File: src/rtl/return_addr_stack_if.sv
// rtl/return_addr_stack_if.sv - push/pop port bundle for the return address stack (flush under RAS_FLUSH_EN)
interface return_addr_stack_if #(
    parameter int WIDTH = 16,
    parameter int AW    = 3
);
    logic             push;
    logic [WIDTH-1:0] push_addr;
    logic             pop;
    logic [WIDTH-1:0] pop_addr;
    logic             pop_valid;
    logic [AW:0]      count;
    logic             empty;
    logic             full;
    logic             overflow;
    logic             underflow;
`ifdef RAS_FLUSH_EN
    logic             flush;

    modport master (
        output push, push_addr, pop, flush,
        input  pop_addr, pop_valid, count, empty, full, overflow, underflow
    );
    modport slave (
        input  push, push_addr, pop, flush,
        output pop_addr, pop_valid, count, empty, full, overflow, underflow
    );
`else
    modport master (
        output push, push_addr, pop,
        input  pop_addr, pop_valid, count, empty, full, overflow, underflow
    );
    modport slave (
        input  push, push_addr, pop,
        output pop_addr, pop_valid, count, empty, full, overflow, underflow
    );
`endif
endinterface

File: src/rtl/return_addr_stack.sv
// rtl/return_addr_stack.sv - circular return address LIFO with registered pop data; RAS_FLUSH_EN adds flush
module return_addr_stack #(
    parameter int WIDTH = 16,
    parameter int DEPTH = 8,
    parameter int AW    = 3
) (
    input  logic               i_clk,
    input  logic               i_reset,
    return_addr_stack_if.slave bus
);
    logic [WIDTH-1:0] r_mem [DEPTH];
    logic [AW-1:0]    r_tp;
    logic [AW:0]      r_count;
    logic [WIDTH-1:0] r_pop_addr;
    logic             r_pop_valid;
    logic             r_overflow;
    logic             r_underflow;

    logic [AW-1:0]    w_top;
    logic             w_empty;
    logic             w_full;
    logic             w_flush;
    logic             w_replace;
    logic             w_wr_en;
    logic [AW-1:0]    w_wr_idx;

`ifdef RAS_FLUSH_EN
    assign w_flush = bus.flush;
`else
    assign w_flush = 1'b0;
`endif

    assign w_top     = r_tp - 1'b1;
    assign w_empty   = (r_count == '0);
    assign w_full    = (r_count == (AW+1)'(DEPTH));
    // Push+pop on a non-empty stack swaps the top entry in place.
    assign w_replace = bus.push && bus.pop && !w_empty;
    assign w_wr_en   = bus.push && !w_flush;
    assign w_wr_idx  = w_replace ? w_top : r_tp;

    always_ff @(posedge i_clk) begin
        if (w_wr_en) begin
            r_mem[w_wr_idx] <= bus.push_addr;
        end
    end

    always_ff @(posedge i_clk or posedge i_reset) begin
        if (i_reset) begin
            r_tp        <= '0;
            r_count     <= '0;
            r_pop_addr  <= '0;
            r_pop_valid <= 1'b0;
            r_overflow  <= 1'b0;
            r_underflow <= 1'b0;
        end else begin
            r_pop_valid <= 1'b0;
            if (w_flush) begin
                r_tp    <= '0;
                r_count <= '0;
            end else if (w_replace) begin
                r_pop_addr  <= r_mem[w_top];
                r_pop_valid <= 1'b1;
            end else if (bus.push) begin
                r_tp <= r_tp + 1'b1;
                if (w_full) begin
                    r_overflow <= 1'b1;
                end else begin
                    r_count <= r_count + 1'b1;
                end
                if (bus.pop) begin
                    r_underflow <= 1'b1;
                    r_pop_addr  <= '0;
                end
            end else if (bus.pop) begin
                if (w_empty) begin
                    r_underflow <= 1'b1;
                    r_pop_addr  <= '0;
                end else begin
                    r_pop_addr  <= r_mem[w_top];
                    r_pop_valid <= 1'b1;
                    r_tp        <= w_top;
                    r_count     <= r_count - 1'b1;
                end
            end
        end
    end

    assign bus.pop_addr  = r_pop_addr;
    assign bus.pop_valid = r_pop_valid;
    assign bus.count     = r_count;
    assign bus.empty     = w_empty;
    assign bus.full      = w_full;
    assign bus.overflow  = r_overflow;
    assign bus.underflow = r_underflow;
endmodule

File: src/flat_wrapper.sv
// flat-port wrapper written by rule: the top's interface ports become plain ports
module return_addr_stack_flat 
#(
    parameter int WIDTH = 16,
    parameter int DEPTH = 8,
    parameter int AW    = 3
)
  (i_clk, i_reset, bus_push, bus_push_addr, bus_pop, bus_pop_addr, bus_pop_valid, bus_count, bus_empty, bus_full, bus_overflow, bus_underflow);
  return_addr_stack_if #(.WIDTH(WIDTH), .AW(AW)) bus_i ();
  input  logic i_clk;
  input  logic i_reset;
  input wire logic [$bits(bus_i.push)-1:0] bus_push;
  input wire logic [$bits(bus_i.push_addr)-1:0] bus_push_addr;
  input wire logic [$bits(bus_i.pop)-1:0] bus_pop;
  output wire logic [$bits(bus_i.pop_addr)-1:0] bus_pop_addr;
  output wire logic [$bits(bus_i.pop_valid)-1:0] bus_pop_valid;
  output wire logic [$bits(bus_i.count)-1:0] bus_count;
  output wire logic [$bits(bus_i.empty)-1:0] bus_empty;
  output wire logic [$bits(bus_i.full)-1:0] bus_full;
  output wire logic [$bits(bus_i.overflow)-1:0] bus_overflow;
  output wire logic [$bits(bus_i.underflow)-1:0] bus_underflow;
  assign bus_i.push = bus_push;
  assign bus_i.push_addr = bus_push_addr;
  assign bus_i.pop = bus_pop;
  assign bus_pop_addr = bus_i.pop_addr;
  assign bus_pop_valid = bus_i.pop_valid;
  assign bus_count = bus_i.count;
  assign bus_empty = bus_i.empty;
  assign bus_full = bus_i.full;
  assign bus_overflow = bus_i.overflow;
  assign bus_underflow = bus_i.underflow;
  return_addr_stack #(.WIDTH(WIDTH), .DEPTH(DEPTH), .AW(AW)) u_core (.i_clk(i_clk), .i_reset(i_reset), .bus(bus_i));
endmodule
File: config.mk
export PLATFORM = sky130hd
export DESIGN_NAME = return_addr_stack_flat
export DESIGN_NICKNAME = d
export VERILOG_FILES = /design/src/rtl/return_addr_stack_if.sv /design/src/rtl/return_addr_stack.sv /design/src/flat_wrapper.sv
export SDC_FILE = /design/constraint.sdc
export NUM_CORES = 1
export LEC_CHECK = 0
export ABC_AREA = 0
export CAP_MARGIN = 20
export CORE_MARGIN = 2
export CORE_UTILIZATION = 25
export CTS_CLUSTER_SIZE = 25
export DETAILED_ROUTE_END_ITERATION = 12
export SYNTH_ARGS = -nofsm -noshare
export SYNTH_HDL_FRONTEND = slang
export SYNTH_SLANG_ARGS = --single-unit
export TNS_END_PERCENT = 20
File: constraint.sdc
create_clock -name i_clk -period 7 [get_ports i_clk]
set_clock_uncertainty 0.1 [all_clocks]
set_input_delay 0.7 -clock i_clk [delete_from_list [all_inputs] [get_ports i_clk]]
set_output_delay 0.7 -clock i_clk [all_outputs]
set_load 0.03 [all_outputs]
==> results of run 1 <==
==> cells by family (layout without fill, tap and decap cells) <==
family	count (synthesis)	count (layout)
flip-flops	154	154
AO/OA/AOI/OAI	20	20
adder cells (fa/ha/maj)	5	5
XOR/XNOR	5	5
multiplexers	36	36
AND/OR/NAND/NOR	84	84
buffers and inverters	21	93
==> layout make-up <==
type,instances,area (um^2)
Tap cell,319,399
Clock inverter,12,115
Fill cell,2288,16100
Multi-Input combinational cell,150,1470
Timing Repair Buffer,55,543
Inverter,6,22.5
Clock buffer,20,437
Sequential cell,154,4500
==> power groups by stage <==
stage          Sequential, W  Combinational [W]  Clock (W)
4_1_cts              0.00134            0.00124   0.000868
5_1_grt              0.00136            0.00132   0.000905
6_report             0.00134            0.00122   0.000851
2_1_floorplan        0.00145           0.000721          0
3_5_place_dp         0.00136            0.00124          0
3_3_place_gp         0.00135            0.00122          0
==> worst max-delay path, stage by stage (launching register included) <==
cell     delay (ns)
dfrtp_2        0.33
buf_4          0.57
inv_1          0.16
ha_2           0.99
nand3_1        0.19
o22ai_1        0.80
buf_4          0.36
==> routing by layer <==
layer  global-route usage (%)  up-vias  wire, um
met4                     3.84        0        95
met2                     16.9       84      6310
met1                     13.4     1655      5730
met5                        0        -         0
li1                         -     1404         -
met3                     2.68        6       527
==> Yosys cell counts, types with 2 or more instances <==
cell type,n
buf_4,2
xnor2_1,2
o22ai_1,9
ha_1,4
nand2_1,21
xor2_1,3
inv_1,5
dfrtp_1,26
buf_2,6
nand2b_1,16
edfxtp_1,128
nand3_1,35
o21ai_0,2
or3_1,3
nand2_2,2
mux4_2,32
clkbuf_1,5
mux2_2,2
==> through the flow <==
| stage | area, um^2 | power [W] | hold WS (ns) | instances | utilization [%] |
|---|---|---|---|---|---|
| after CTS | 7450 | 0.00345 | 0.364 | 715 | 31.6 |
| after global placement | 6900 | 0.00257 | 0.342 | 683 | 29.2 |
| after detailed placement | 6900 | 0.00259 | 0.350 | 683 | 29.2 |
| final | 7480 | 0.00341 | 0.360 | 716 | 31.7 |
| after global routing | 7480 | 0.00359 | 0.403 | 716 | 31.7 |
| after floorplan | 6060 | 0.00217 | 0.428 | 325 | - |
==> sequential cells by signal, summed over array words and instances (netlist names) <==
name / flops
u_core.r_mem: 128
u_core.bus.pop_addr: 16
u_core.bus.count: 4
u_core.r_tp: 3
u_core.bus.overflow: 1
u_core.bus.pop_valid: 1
u_core.bus.underflow: 1
==> path summary, 6_finish.rpt <==
kind,from,endpoint,slack (ns),depth (start not counted)
setup / recovery,u_core.r_tp[0]$_DFFE_PP0P_,u_core.r_mem[5][14]$_DFFE_PP_,3.17,6
min in group asynchronous,i_reset,u_core.bus.underflow$_DFFE_PP0P_,0.45,2
hold reg to reg,u_core.bus.underflow$_DFFE_PP0P_,u_core.bus.underflow$_DFFE_PP0P_,0.36,1
hold / removal,u_core.bus.underflow$_DFFE_PP0P_,u_core.bus.underflow$_DFFE_PP0P_,0.36,1
setup reg to reg,u_core.r_tp[0]$_DFFE_PP0P_,u_core.r_mem[5][14]$_DFFE_PP_,3.17,6
max in group asynchronous,i_reset,u_core.r_tp[0]$_DFFE_PP0P_,5.90,3
==> impl_metrics.csv, run 1 <==
group,metric,value,unit
status,status,"finished, final reports clean",
clock_tree,clock_latency,0.42,ns
clock_tree,cts_buffer_depth,2,
synth,async_flop_share,16.9,%
sta,finalHoldViolCount,0,
sta,rsz0062_at_grt,"no",
clock_tree,cts_hold_buf,0,
pwr,switching_share,34.1,%
worst_hold_path,hold_path_class,"flop to flop",
place,place_ws,2.79,ns
pwr,ir_drop,0.217,mV
synth,synth_edf_count,128,
synth,ys_seq_elements,154,
pwr,power_frac_seq,39.3,%
sta,period_needed,3.83,ns
synth,synth_top_area_share,63.4,%
floorplan,dieArea,25500,um^2
place,dp_hpwl,7720,um
synth,muxShareOfSynthArea,12.6,%
flow_run,max-cap-violations,0,
drt,vias,3149,
synth,netlist_area,6060,um^2
sta,finalSetupTns,0,ns
setup_path,cp_max_fo,38,
synth,syn_inst,325,
synth,yosys.area.top_type,"edfxtp_1",
drt,drt_iter0_markers,203,
drt,wl_per_cell,17.7,um
sta,setup_ws,3.17,ns
drt,antenna_left,0,
clock_tree,cts_resized,0,
pwr,pwr-share-clk,24.9,%
sta,finalMaxSlewViolations,0,
global_routing,antenna_found_initial,0,
floorplan,initial_core_util,25.7,%
sta,worst_pin_slew,0.980,ns
synth,syn_area_per_cell,18.6,um^2
floorplan,io_pins,45,
sta,fmax,261,MHz
cells_and_area,drive_above_1_share,20.9,%
clock_tree,cts_tree,"built",
sta,period_share,54.7,%
synth,postSynthNetCount,350,
cells_and_area,final_common_cell,"edfxtp_1",
sta,finalSetupViolCount,0,
cells_and_area,fin_nets,409,
setup_path,endpoint_kind,"flop",
synth,yosysSeqAreaShare,74.2,%
pwr,switching_power,0.00116,W
synth,synth_top_family_by_area,"multiplexers",
pwr,combPwrFrac,35.8,%
floorplan,die_x,160,um
clock_tree,cts_inserted_buffers,17,
cells_and_area,mostFrequentLayoutCells,"128 x edfxtp_1, 44 x clkdlybuf4s50_1, 35 x nand3_1, 32 x mux4_2, 25 x dfrtp_1",
synth,synth.distinct_cells,40,
setup_path,worstSetupPathType,"flop to flop",
cells_and_area,antennaDiodeCount,0,
sta,slew_headroom,34.7,%
clock_tree,root_buffer,"clkbuf_16",
pwr,powerDensity,456,nW/um^2
synth,synth_flop_cell,"edfxtp_1",
drt,drc,0,
clock_tree,clock-sinks,154,
global_routing,grt_pass1_wl,19700,um
drt,routed_wl,12700,um
clock_tree,path_clk_slew,0.06,ns
setup_path,worst_ep_required_time,7.00,ns
synth,synthSimpleGateAreaFrac,7.16,%
global_routing,track_usage,10.4,%
place,port_buffers,44,
pwr,p_leak,2.50,nW
clock_tree,post-cts-setup-buffers,0,
place,gp_congestion,0.744,
global_routing,grt_overflow,0,
clock_tree,h-tree-depth,4,
drt,vias_per_cell,4.40,
synth,yosys.area_share.adder,1.16,%
synth,yosys_warnings,0,
drt,dr.pass1.iters,4,
global_routing,grt_max_degree,39,
floorplan,core_area,23600,um^2
synth,synth_xor_area_share,0.723,%
setup_path,arrival,3.83,ns
floorplan,die_h,160,um
global_routing,grt_pass1_vias,3354,
pwr,p_int,0.00225,W
cells_and_area,syn_to_final_growth,23.4,%
synth,synth_compound_area_share,2.50,%
setup_path,critPathLaunchType,"flop",
synth,ys_top_cells_by_area,"edfxtp_1 63%, mux4_2 12%, dfrtp_1 11%",
floorplan,rows,56,
(Power assumes the default switching activity.)
==> inputs of run 2 (changes only) <==
==> constraint.sdc (replaced) <==
create_clock -name i_clk -period 3.8 [get_ports i_clk]
set_clock_uncertainty 0.1 [all_clocks]
set_input_delay 0.38 -clock i_clk [delete_from_list [all_inputs] [get_ports i_clk]]
set_output_delay 0.38 -clock i_clk [all_outputs]
set_load 0.03 [all_outputs]
==> run 2 against run 1 <==
Non-clock buffer count up 3. Global-route usage is 0.26 points higher. Clock-buffer cell count grew 2. Cell count increased by 0.42%. Combinational power grew 85%. Critical path depth is 1 lower. Via count is 0.95% higher. Total power up 88%. Worst setup slack got worse by 2.5 ns. Fmax increased by 24%. Register-to-register slack worse by 2.5 ns. Wire length is 1.6% higher. Critical endpoint is now u_core.r_mem[0][3]$_DFFE_PP_. Largest power group unchanged.
==> impl_metrics.csv, run 2 (synthesis results as in run 1) <==
group,metric,value,unit
sta,finalHoldViolCount,0,
clock_tree,cts_resized,0,
drt,vias,3179,
cells_and_area,stdcell_count,719,
global_routing,grt_pass1_vias,3310,
place,gp_congestion,0.721,
drt,drt_iter0_markers,202,
setup_path,worst_ep_required_time,3.80,ns
floorplan,initial_core_util,25.7,%
flow_run,max-cap-violations,0,
drt,drc,0,
global_routing,grt_pass1_wl,20100,um
sta,period_needed,3.08,ns
place,port_buffers,44,
floorplan,io_pins,45,
global_routing,antenna_found_initial,0,
floorplan,die_h,160,um
floorplan,die_x,160,um
floorplan,rows,56,
cells_and_area,largest_reg_flops,128,
drt,routed_wl,12900,um
sta,worst_pin_slew,0.999,ns
setup_path,critPathLaunchType,"flop",
setup_path,worstSetupPathType,"flop to flop",
clock_tree,clock_latency,0.42,ns
clock_tree,path_clk_slew,0.06,ns
clock_tree,cts_tree,"built",
setup_path,cp_max_fo,23,
cells_and_area,syn_to_final_growth,24.3,%
sta,period_share,81.0,%
status,status,"finished, final reports clean",
cells_and_area,fin_nets,412,
clock_tree,cts_buffer_depth,2,
setup_path,arrival,3.08,ns
place,dpl.cell_count,687,
global_routing,grt_max_degree,36,
drt,dr.pass1.iters,4,
clock_tree,post-cts-setup-buffers,0,
pwr,ir_drop,0.443,mV
floorplan,core_area,23600,um^2
clock_tree,clock-sinks,154,
floorplan,dieArea,25500,um^2
sta,rsz0062_at_grt,"no",
setup_path,r2r_start,"u_core.bus.count[0]$_DFFE_PP0P_",
cells_and_area,final_common_cell,"edfxtp_1",
sta,setup_ws,0.721,ns
sta,finalMaxSlewViolations,0,
sta,finalSetupTns,0,ns
drt,vias_per_cell,4.42,
sta,timing.hold.ws,0.269,ns
pwr,p_leak,2.54,nW
cells_and_area,drive_above_1_share,21.5,%
clock_tree,root_buffer,"clkbuf_16",
place,dp_hpwl,7640,um
drt,antenna_left,0,
cells_and_area,antennaDiodeCount,0,
clock_tree,h-tree-depth,4,
pwr,total_power,0.00643,W
cells_and_area,largest_register,"u_core.r_mem",
drt,wl_per_cell,17.9,um
cells_and_area,mostFrequentLayoutCells,"128 x edfxtp_1, 44 x clkdlybuf4s50_1, 35 x nand3_1, 32 x mux4_2, 25 x dfrtp_1",
global_routing,grt_overflow,0,
place,place_ws,0.721,ns
sta,fmax,325,MHz
cells_and_area,fill_cells,2287,
clock_tree,cts_hold_buf,0,
clock_tree,cts_inserted_buffers,17,
worst_hold_path,hold_path_class,"input port to asynchronous set/reset pin",
setup_path,endpoint_kind,"flop",
global_routing,track_usage,10.6,%
sta,finalSetupViolCount,0,
pwr,powerDensity,854,nW/um^2
setup_path,startpoint,"u_core.bus.count[0]$_DFFE_PP0P_",
sta,slew_headroom,33.4,%
## run 2: layout make-up
| type | instances | area, um^2 | share of cell area, % |
|---|---|---|---|
| well taps | 319 | 399 | 5.30 |
| repair buffers | 58 | 546 | 7.24 |
| clock buffers | 22 | 464 | 6.16 |
| flip-flops and latches | 154 | 4500 | 59.7 |
| multi-input cells | 150 | 1460 | 19.4 |
| inverters | 6 | 22.5 | 0.299 |
| clock inverters | 10 | 141 | 1.88 |
## run 2: final timing paths
path / cells after the start / end / slack (ns)
min reg2reg: 1 / u_core.bus.underflow$_DFFE_PP0P_ / 0.36
min in group i_clk: 1 / u_core.bus.underflow$_DFFE_PP0P_ / 0.36
min: 3 / u_core.bus.pop_addr[0]$_DFFE_PP0P_ / 0.27
max reg2reg: 5 / u_core.r_mem[0][3]$_DFFE_PP_ / 0.72
max: 5 / u_core.r_mem[0][3]$_DFFE_PP_ / 0.72
max in group asynchronous: 3 / u_core.r_tp[0]$_DFFE_PP0P_ / 3.00
## run 2: critical path, stage by stage (launching register included)
cell,delay [ns]
dfrtp_1,0.49
o41ai_4,0.79
inv_2,0.43
or3_1,0.46
o22ai_1,0.19
buf_4,0.30
## run 2: layer usage
metal	wire length, um	track usage, %	share of wire, %	vias to the layer above
met2	6330	17.1	49	74
met1	5790	13.8	45	1677
met3	605	3.45	4.7	15
li1	-	-	-	1413
met5	0	0	0	-
met4	133	3.10	1.0	0
## run 2: power by group
group	internal, W	switching, W	total [W]	leakage, nW
sequential	0.00226	0.000190	0.00245	1.47
combinational	0.000969	0.00129	0.00226	0.776
clock	0.00107	0.000646	0.00172	0.292
total	0.00430	0.00213	0.00643	2.54
## run 2: through the flow
step           area (um^2)  util (%)
6_report              7530      31.9
5_1_grt               7530      31.9
4_1_cts               7530      31.9
3_5_place_dp          6930      29.3
3_3_place_gp          6930      29.3
2_1_floorplan         6060         -
==> edit (config.mk and constraints of run 2) <==
`AW` is set to 3 in 3 places; all go to 2.
--- a/src/rtl/return_addr_stack_if.sv
+++ b/src/rtl/return_addr_stack_if.sv
@@ -1,7 +1,7 @@
 // rtl/return_addr_stack_if.sv - push/pop port bundle for the return address stack (flush under RAS_FLUSH_EN)
 interface return_addr_stack_if #(
     parameter int WIDTH = 16,
-    parameter int AW    = 3
+    parameter int AW    = 2
 );
     logic             push;
     logic [WIDTH-1:0] push_addr;
--- a/src/rtl/return_addr_stack.sv
+++ b/src/rtl/return_addr_stack.sv
@@ -2,7 +2,7 @@
 module return_addr_stack #(
     parameter int WIDTH = 16,
     parameter int DEPTH = 8,
-    parameter int AW    = 3
+    parameter int AW    = 2
 ) (
     input  logic               i_clk,
     input  logic               i_reset,
--- a/src/flat_wrapper.sv
+++ b/src/flat_wrapper.sv
@@ -3,7 +3,7 @@
 #(
     parameter int WIDTH = 16,
     parameter int DEPTH = 8,
-    parameter int AW    = 3
+    parameter int AW    = 2
 )
   (i_clk, i_reset, bus_push, bus_push_addr, bus_pop, bus_pop_addr, bus_pop_valid, bus_count, bus_empty, bus_full, bus_overflow, bus_underflow);
   return_addr_stack_if #(.WIDTH(WIDTH), .AW(AW)) bus_i ();
Interface: changed (resized bus_count); port bits go from 45 to 44. No check against the original RTL was run, so the function may have changed too.
==> edit against run 2 <==
Design area shrank 43%; sequential share of layout area fell by 1.4 points; area after synthesis is 45% lower; sequential cell count shrank 66; via count shrank 49%; setup slack gained 0.48 ns; routed wire length fell by 51%; first-iteration DRC count fell by 44%; critical path depth unchanged; total power down 44%; non-clock buffer count fell by 9; highest routed layer unchanged.
==> edit: results (changes against run 2) <==
* Clk Latency, worst-skew pair at 0.33 ns (-0.09 ns)
* Final weighted congestion in routability-driven placement at 0.6937 (-3.8%)
* Beginning of the worst register-to-register path: u_core.bus.count[1]
* Switch Pwr at 1.121 mW (-47%)
* Syn_nets at 183 (-48%)
* Filler Cells Inserted at 1256 (-45%)
* Power share of the clock group at 0.264 (-0.003)
* Delay contributed by the slowest stage of the critical path at 0.54 ns (-0.25 ns)
* Kind of cell with the highest combined delay on the critical path: buffers and inverters
* Max Fanout on Critical Path at 20 (-13%)
* Outcome: complete, no violations
* Post-layout instance count excluding filler cells at 393 (-45%)
* VDD IR-drop max at 0.2747 mV (-38%)
* CTS buffer count at 9 (-8)
* Standby leakage power at 1.517 nW (-40%)
* Pin count of the biggest net entering global routing at 25 (-31%)
* Number of violations reported at the end of detailed-routing iteration 0 at 114 (-44%)
* All-Layer GR Usage at 0.09244 (-0.01406)
* Number of flops mapped to enable cells by yosys at 64 (-50%)
* IO Port Bufs at 43 (-2.3%)
* Vias at 1614 (-49%)
* Number of nets in the final layout at 233 (-43%)
* Transition time at the pin with the least slew margin at 0.9570 ns (-0.04194 ns)
* Post-route worst setup slack at 1.198 ns (+0.4774 ns)
* Reg2reg end: u_core.r_mem[0][6]
* Switching power share of the total at 0.3127 (-0.01793)
* Max FFs per register at 64 (-50%)
* Fraction of final layout cells sized beyond drive strength 1 at 0.1935 (-0.02145)
* Hold Worst Slack at 0.1859 ns (-0.08306 ns)
* Slowest library cell on the worst path: sky130_fd_sc_hd__nor3b_2
* Worst setup slack after placement at 0.8602 ns (+0.1391 ns)
* Layout overhead on the synthesized area at 29.15%
* Global-route wire length before repair at 9977 µm (-50%)
* Via count of the first global-routing pass at 1725 (-48%)
* CP Data Arrival Time at 2.53 ns (-0.55 ns)
* Initial core utilization at 0.2549 (-0.001766)
* Placed cells at 376 (-45%)
* Power consumed by sequential cells at 1.52 mW (-38%)
* Portion of the post-synthesis area used by sequential elements at 0.7534 (+0.01167)
* Synth unique cells at 29 (-28%)
* Top cells by area, synth: sky130_fd_sc_hd__edfxtp_1, sky130_fd_sc_hd__dfrtp_1, sky130_fd_sc_hd__mux4_2, sky130_fd_sc_hd__a22o_1, sky130_fd_sc_hd__mux4_1
* Clock-pin transition on the worst setup and hold timing paths at 0.06 ns (about the same)
* Top post-synthesis cells by count: sky130_fd_sc_hd__edfxtp_1, sky130_fd_sc_hd__dfrtp_1, sky130_fd_sc_hd__a22o_1
## edit: cell types whose count changed after synthesis, sizes merged, moves of 3 or more
cell	run 2	this run
buf	10	7
nand2	23	0
edfxtp	128	64
nand2b	16	2
o22ai	9	0
ha	4	0
mux4	32	16
nand3	36	1
a22o	1	16
o21ai	3	0
## edit: worst max-delay path by stage
| stage | startpoint | slack (ns) | end |
|---|---|---|---|
| 6_report | u_core.bus.count[1] | 1.20 | u_core.r_mem[0][6] |
| 4_1_cts | u_core.bus.count[1] | 1.15 | u_core.r_mem[0][2] |
| 2_1_floorplan | u_core.bus.count[1] | 0.84 | u_core.r_mem[0][0] |
| 3_5_place_dp | bus_pop | 0.86 | u_core.r_mem[0][13] |
| 3_3_place_gp | bus_pop | 0.91 | u_core.r_mem[0][13] |
| 5_1_grt | u_core.bus.count[1] | 0.96 | u_core.r_mem[0][0] |
## edit: cell type report
| class | instances | area share |
|---|---|---|
| Timing Repair Buffer | 49 | 0.1146 |
| Inverter | 4 | 0.003472 |
| Sequential cell | 88 | 0.5833 |
| Tap cell | 176 | 0.05093 |
| Multi-Input combinational cell | 60 | 0.1722 |
| Clock inverter | 6 | 0.02257 |
| Clock buffer | 10 | 0.05295 |
## edit: cells by family after synthesis
kind of cell    count (synthesis)  synth area share
compound gates                 22           0.05717
fa+ha+maj                       1          0.005979
simple gates                   13           0.02242
xor+xnor                        4           0.01047
mux                            20            0.1226
flops                          88            0.7534
buf+inv                        14           0.02802
## edit: per-layer routing
| metal | vias to the layer above | share of wire | global-route usage |
|---|---|---|---|
| li1 | 747 | - | - |
| met1 | 819 | 0.46 | 0.1201 |
| met2 | 43 | 0.49 | 0.1482 |
| met3 | 5 | 0.045 | 0.03327 |
| met4 | 0 | 0.0077 | 0.02206 |
| met5 | - | 0 | 0 |
